--- config.mk ---
export PLATFORM = sky130hd
export DESIGN_NAME = pipe_ctrl
export DESIGN_NICKNAME = d
export VERILOG_FILES = /design/src/rtl/pipe_ctrl.sv
export SDC_FILE = /design/constraint.sdc
export NUM_CORES = 1
export LEC_CHECK = 0
export CAP_MARGIN = 20
export CORE_MARGIN = 2
export CORE_UTILIZATION = 50
export DETAILED_ROUTE_END_ITERATION = 8
export GPL_ROUTABILITY_DRIVEN = 0
export PLACE_DENSITY = 0.84
export SLEW_MARGIN = 20
export SYNTH_ARGS = -nofsm -noshare
export SYNTH_HDL_FRONTEND = slang
export SYNTH_SLANG_ARGS = --single-unit
export TNS_END_PERCENT = 30
--- constraint.sdc ---
create_clock -name clk -period 5.4 [get_ports clk]
set_input_delay 1.35 -clock clk [delete_from_list [all_inputs] [get_ports clk]]
set_output_delay 1.35 -clock clk [all_outputs]
set_load 0.01 [all_outputs]
--- src/rtl/pipe_ctrl.sv ---
// pipe_ctrl: central sequencer for the 6-stage pipeline (IF ID EX MM1 MM2 WB).
// Produces per-boundary write-enable/flush pairs, PC write-enable and redirect
// select. Hazards are resolved by fixed priority. A short DRAIN phase inserts
// bubbles after an exception redirect. A saturating counter records stall cycles.
module pipe_ctrl #(
  parameter int unsigned EXC_BUBBLES = 2,
  parameter int unsigned CNT_W       = 32
) (
  input  logic             clk,
  input  logic             rst_n,
  input  logic [4:0]       id_rj,
  input  logic [4:0]       id_rk,
  input  logic             id_rj_ren,
  input  logic             id_rk_ren,
  input  logic             ex_mm_re,
  input  logic [4:0]       ex_reg_d,
  input  logic             mm1_mm_re,
  input  logic [4:0]       mm1_reg_d,
  input  logic             ex_div_busy,
  input  logic             mm2_dmem_wait,
  input  logic             ex_br_taken,
  input  logic             wb_excp,
  output logic             pc_wen,
  output logic [1:0]       redirect_sel,
  output logic             wen_if_id,
  output logic             flush_if_id,
  output logic             wen_id_ex,
  output logic             flush_id_ex,
  output logic             wen_ex_mm1,
  output logic             flush_ex_mm1,
  output logic             wen_mm1_mm2,
  output logic             flush_mm1_mm2,
  output logic             wen_mm2_wb,
  output logic             flush_mm2_wb,
  output logic [CNT_W-1:0] stall_cnt,
  output logic [1:0]       ctrl_state
);

  typedef enum logic [1:0] {
    ST_RUN   = 2'b00,
    ST_DRAIN = 2'b01
  } state_t;

  state_t             state_q, state_d;
  logic [3:0]         drain_q, drain_d;
  logic [CNT_W-1:0]   stall_cnt_q, stall_cnt_d;

  // Boundary index: 0 IF/ID, 1 ID/EX, 2 EX/MM1, 3 MM1/MM2, 4 MM2/WB
  logic [4:0]         wen, flush;
  logic               load_use;
  logic               rj_hit, rk_hit;

  // Load-use detection: an ID source matches a load destination in EX or MM1
  always_comb begin
    rj_hit   = id_rj_ren && (id_rj != 5'd0) &&
               ((ex_mm_re && (id_rj == ex_reg_d)) || (mm1_mm_re && (id_rj == mm1_reg_d)));
    rk_hit   = id_rk_ren && (id_rk != 5'd0) &&
               ((ex_mm_re && (id_rk == ex_reg_d)) || (mm1_mm_re && (id_rk == mm1_reg_d)));
    load_use = rj_hit || rk_hit;
  end

  // Pipeline control outputs, combinational from inputs and state
  always_comb begin
    pc_wen       = 1'b0;
    redirect_sel = 2'b00;
    wen          = '0;
    flush        = '0;
    if (rst_n) begin
      if (state_q == ST_DRAIN) begin
        wen   = '1;
        flush = 5'b00001;
      end else begin
        pc_wen = 1'b1;
        wen    = '1;
        if (wb_excp) begin
          flush        = '1;
          redirect_sel = 2'b10;
        end else if (mm2_dmem_wait) begin
          pc_wen = 1'b0;
          wen    = 5'b10000;
          flush  = 5'b10000;
        end else if (ex_div_busy) begin
          pc_wen = 1'b0;
          wen    = 5'b11100;
          flush  = 5'b00100;
        end else if (ex_br_taken) begin
          redirect_sel = 2'b01;
          flush        = 5'b00011;
        end else if (load_use) begin
          pc_wen = 1'b0;
          wen    = 5'b11110;
          flush  = 5'b00010;
        end
      end
    end
  end

  // Next-state for FSM, drain counter and stall counter
  always_comb begin
    state_d     = state_q;
    drain_d     = drain_q;
    stall_cnt_d = stall_cnt_q;
    if (state_q == ST_DRAIN) begin
      drain_d = drain_q - 4'd1;
      if (drain_q <= 4'd1) begin
        state_d = ST_RUN;
        drain_d = 4'd0;
      end
    end else begin
      if (wb_excp) begin
        state_d = ST_DRAIN;
        drain_d = 4'(EXC_BUBBLES);
      end
      if (!pc_wen && (stall_cnt_q != '1)) begin
        stall_cnt_d = stall_cnt_q + CNT_W'(1);
      end
    end
  end

  // State and counter registers with synchronous active-low reset
  always_ff @(posedge clk) begin
    if (!rst_n) begin
      state_q     <= ST_RUN;
      drain_q     <= 4'd0;
      stall_cnt_q <= '0;
    end else begin
      state_q     <= state_d;
      drain_q     <= drain_d;
      stall_cnt_q <= stall_cnt_d;
    end
  end

  assign wen_if_id     = wen[0];
  assign flush_if_id   = flush[0];
  assign wen_id_ex     = wen[1];
  assign flush_id_ex   = flush[1];
  assign wen_ex_mm1    = wen[2];
  assign flush_ex_mm1  = flush[2];
  assign wen_mm1_mm2   = wen[3];
  assign flush_mm1_mm2 = flush[3];
  assign wen_mm2_wb    = wen[4];
  assign flush_mm2_wb  = flush[4];
  assign stall_cnt     = stall_cnt_q;
  assign ctrl_state    = state_q;

endmodule
**Yosys cells after proc, flatten, opt, wreduce, memory -nomap -nowiden**

Index checks and enable logic that the tools add are counted.
W data, S select, Z words.

- $lt $le $gt $ge: 1
- Reduce and logical (&&, ||, !) cells: 18
- Bitwise operators: 1
- Eq/ne operators: 7
- Add/subtract/negate cells: 2
- Mux-type cells: 33

Operator list:

| kind | number |
|---|---|
| $add A32 B1 Y32 const B | 1 |
| $ne A32 B32 Y1 const B | 1 |
| $mux W5 | 5 |
| $mux W4 | 6 |
| $eq A5 B5 Y1 | 4 |
| $mux W2 | 9 |
| $mux W1 | 12 |
| $reduce_bool A5 Y1 | 2 |
| $logic_and A1 B1 Y1 | 9 |
| $le A4 B1 Y1 const B | 1 |
| $reduce_and A2 Y1 | 2 |
| $sub A4 B1 Y4 const B | 1 |
| $logic_or A1 B1 Y1 | 3 |
| $mux W3 | 1 |
| $eq A2 B1 Y1 const B | 1 |
| $ne A2 B1 Y1 const B | 1 |
| $reduce_bool A2 Y1 | 1 |
| $logic_not A1 Y1 | 1 |
| $not A1 Y1 | 1 |

- Bits in registers: 38

**Depth between registers and ports, before layout**

- Word-level depth: 15
- Mapped depth: 9
- Depth with buffers taken out: 7

**Worst setup path after synthesis**

Ideal clock, no wire load.

- Path kind: in2out
- Start: input id_rj[1]
- End: output pc_wen
- Slack: 1415 ps
- Cell stages on the path: 6
- Arrival: 2635 ps
- Data required time: 4050 ps
- Path through: or4_1 > o21a_1 > a32o_1 > nand2b_1 > nand2_1 > a21oi_1

- Longest elaborated chain between the ends: 12

Ends and longest elaborated chain:

| item | line | source |
|---|---|---|
| from (decl) | 11 | `input logic [4:0] id_rj,` |
| $eq A5 B5 Y1 | 56 | `((ex_mm_re && (id_rj == ex_reg_d)) \|\| (mm1_mm_re && (id_rj == mm1_reg_d)));` |
| $logic_and A1 B1 Y1 | 56 |  |
| $logic_or A1 B1 Y1 | 56 |  |
| $logic_and A1 B1 Y1 * | 55 | `rj_hit = id_rj_ren && (id_rj != 5'd0) &&` |
| $logic_or A1 B1 Y1 * | 59 | `load_use = rj_hit \|\| rk_hit;` |
| $mux W1 * | 89 | `end else if (load_use) begin` |
| $mux W1 * | 86 | `end else if (ex_br_taken) begin` |
| $mux W1 * | 82 | `end else if (ex_div_busy) begin` |
| $mux W1 * | 78 | `end else if (mm2_dmem_wait) begin` |
| $mux W1 * | 75 | `if (wb_excp) begin` |
| $mux W1 * | 69 | `if (state_q == ST_DRAIN) begin` |
| $mux W1 * | 68 | `if (rst_n) begin` |
| to (decl) | 23 | `output logic pc_wen,` |

Every way passes the cells marked *; elsewhere a longest branch is shown, timed or not.

**Worst setup path in the final report**

- Start: input id_rj[1]
- End: output wen_if_id

- Longest elaborated chain between the ends: 12

Ends and longest elaborated chain:

| item | line | source |
|---|---|---|
| $eq A5 B5 Y1 | 56 |  |
| $logic_and A1 B1 Y1 | 56 |  |
| $logic_or A1 B1 Y1 | 56 |  |
| $logic_and A1 B1 Y1 * | 55 |  |
| $logic_or A1 B1 Y1 * | 59 |  |
| $mux W1 * | 89 |  |
| $mux W1 * | 86 |  |
| $mux W2 * | 82 |  |
| $mux W4 * | 78 |  |
| $mux W4 * | 75 |  |
| $mux W4 * | 69 |  |
| $mux W5 * | 68 |  |
| to (decl) | 25 | `output logic wen_if_id,` |

Marked as above.

==> metrics.csv <==
metric,value,unit
result_of_the_run,completed,
report.final.setup_viol,0,
maxCapViolations,0,
synth.largest_area_cell,sky130_fd_sc_hd__dfxtp_1,
worst_skew_pair.late_latency,0.30,ns
totalWireLength,6550,µm
numCtsBuffers,5,
power.ir.vdd_worst,0.179,mV
route.detailed.wl_per_inst,15.3,µm
num_io_pins,77,
cts_buffer_depth,2,
yosys_register_bits,37,
synth.area.top_cells,"sky130_fd_sc_hd__dfxtp_1 (31%), sky130_fd_sc_hd__a21oi_1 (7.8%), sky130_fd_sc_hd__xnor2_1 (7.4%), sky130_fd_sc_hd__nand4_1 (7.1%), sky130_fd_sc_hd__or3_1 (6.3%)",
placement.io_buffers,75,
period_needed,5.05,ns
synth_cell_types,43,
initial_core_util,0.511,
ctsHtreeMaxLevel,2,
die-height,72.8,µm
antenna_found_initial,0,
cts_repair_resize_count,0,
required_worst_endpoint,4.05,ns
critical_path_class,input pin to output pin,
ant_nets,0,
layout.cell_area.non_filler,3240,µm²
floorplan.core_area,4630,µm²
synth_async_sr_flop_share,0,
achievable-frequency,198,MHz
critical_path.startpoint_type,input pin,
rsz_0062_raised_after_global_routing,false,
dp_hpwl,4790,µm
fin_crit_sh,0.935,
worstPathMaxFanout,4,
synth_nets,340,
numClockSinks,37,
antenna_cells_inserted,0,
worstMarginPinSlew,0.833,ns
vias,2610,
drc,0,
leakage,1.01,nW
power_density,216,nW/µm²
die_width,72.8,µm
placedInstanceArea,3100,µm²
post-cts-setup-buffers,0,
drt_iter0_markers,157,
yosys-top-cells-count,"sky130_fd_sc_hd__a21oi_1 (37), sky130_fd_sc_hd__dfxtp_1 (37), sky130_fd_sc_hd__nand4_1 (27)",
syn-instance-count,307,
synth_top_area_share,0.313,
synth_area,2360,µm²
clock_tree.root_cell,sky130_fd_sc_hd__clkbuf_8,
global_route_wire_length_before_repair,10700,µm
route.detailed.vias_per_inst,6.10,
slew_violations,0,
design.final.nets,406,
postSynthAreaPerCell,7.70,µm²
cts_tree,yes,
areaGrowthSynthToFinish,37.1,%
clk_transition_reported_paths,0.07,ns
grt_pass1_vias,2272,
synth_top_flop_cell,sky130_fd_sc_hd__dfxtp_1,
hold_path.class,flip-flop to flip-flop,
ys_seq_area_frac,0.313,
worst_setup_path_end_kind,output pin,
final_layout_size_suffix_gt1_frac,0.0508,
fin_skew,0.0128,ns
synth-edff-count,0,
max-slew-margin-rel,0.439,
globalRouteOverflowTotal,0,
fillCellCount,390,
synth.yosys.warnings,0,
setup_tns,0,ns
hold_buffers,0,
timing.critical_path.arrival,3.70,ns
rows,25,
grtUsageTotal,0.256,
final-hold-violation-count,0,
first_pass_iters,4,
dieArea,5300,µm²
grt_start_max_net_pins,57,
-- stage by stage --
| step | std cells | util | power, mW | setup WS [ns] | hold WS, ns |
|---|---|---|---|---|---|
| detailed placement | 420 | 0.671 | 0.412 | 0.363 | 0.466 |
| finish | 428 | 0.700 | 0.702 | 0.349 | 0.483 |
| global placement | 420 | 0.671 | 0.409 | 0.391 | 0.462 |
| global route | 428 | 0.700 | 0.729 | 0.264 | 0.507 |
| floorplan | 307 | - | 0.356 | 1.41 | 0.440 |
| CTS | 428 | 0.700 | 0.703 | 0.350 | 0.485 |
-- layer usage --
| metal | global-route usage | routed length [µm] |
|---|---|---|
| met2 | 0.430 | 3340 |
| met4 | 0.0947 | 114 |
| met1 | 0.328 | 2780 |
| met5 | 0 | 0 |
| met3 | 0.0470 | 319 |
-- where the power goes --
| group | switching [mW] | total [mW] | internal, mW | leakage [nW] |
|---|---|---|---|---|
| registers | 0.00535 | 0.283 | 0.277 | 0.299 |
| clock network | 0.109 | 0.295 | 0.186 | 0.0687 |
| logic | 0.0644 | 0.124 | 0.0597 | 0.644 |
-- state kept, by name (all words and copies together), names as in the netlist --
name        flops
ctrl_state      1
drain_q         4
stall_cnt      32
-- worst max-delay path: stages --
cell,delay [ns]
sky130_fd_sc_hd__clkdlybuf4s50_1,0.47
sky130_fd_sc_hd__or4_1,0.55
sky130_fd_sc_hd__o21a_1,0.18
sky130_fd_sc_hd__a32o_1,0.26
sky130_fd_sc_hd__nand2b_1,0.09
sky130_fd_sc_hd__nand2_1,0.08
sky130_fd_sc_hd__a21oi_1,0.16
sky130_fd_sc_hd__clkdlybuf4s50_1,0.56
-- kinds of logic (layout without fill, tap and decap cells) --
kind of cell	after synthesis	in the layout	synth area share
adder cells (fa/ha/maj)	3	3	0.0159
buffers and inverters	30	97	0.0667
flip-flops	37	37	0.313
AO/OA/AOI/OAI	85	85	0.207
XOR/XNOR	20	20	0.0741
other	1	1	0.00159
multiplexers	2	2	0.00847
AND/OR/NAND/NOR	129	129	0.313
-- placed cells by master (no fill, tap or decap), types with 4 or more instances in the layout --
cell type and count:
sky130_fd_sc_hd__a21oi_1 37, sky130_fd_sc_hd__and4_1 5, sky130_fd_sc_hd__buf_4 5, sky130_fd_sc_hd__clkbuf_8 5
sky130_fd_sc_hd__clkdlybuf4s50_1 75, sky130_fd_sc_hd__dfxtp_1 37, sky130_fd_sc_hd__inv_1 8, sky130_fd_sc_hd__nand2_1 23
sky130_fd_sc_hd__nand2b_1 4, sky130_fd_sc_hd__nand3_1 8, sky130_fd_sc_hd__nand4_1 27, sky130_fd_sc_hd__nor2_1 14
sky130_fd_sc_hd__nor3_1 5, sky130_fd_sc_hd__o21ai_0 23, sky130_fd_sc_hd__o21ai_1 6, sky130_fd_sc_hd__o31ai_1 8
sky130_fd_sc_hd__or3_1 24, sky130_fd_sc_hd__or4_1 9, sky130_fd_sc_hd__xnor2_1 20
-- final timing paths --
check / slack (ns) / from / endpoint / depth (start not counted)
setup / recovery: 0.35 / id_rj[1] / wen_if_id / 8
hold / removal: 0.48 / drain_q[3] / drain_q[3] / 2
setup reg to reg: 2.66 / stall_cnt[0] / stall_cnt[10] / 7
hold reg to reg: 0.48 / drain_q[3] / drain_q[3] / 2
-- layout make-up --
cell class                 count  area [µm²]  share of cell area
sequential                    37         741               0.228
clock buffer                   5        68.8              0.0212
clock inverter                 3        68.8              0.0212
tap                           54        67.6              0.0208
multi-input combinational    240        1470               0.455
inverter                       9        33.8              0.0104
timing repair buffer          80         788               0.243
Note: power is estimated with default switching activity, not from simulation.
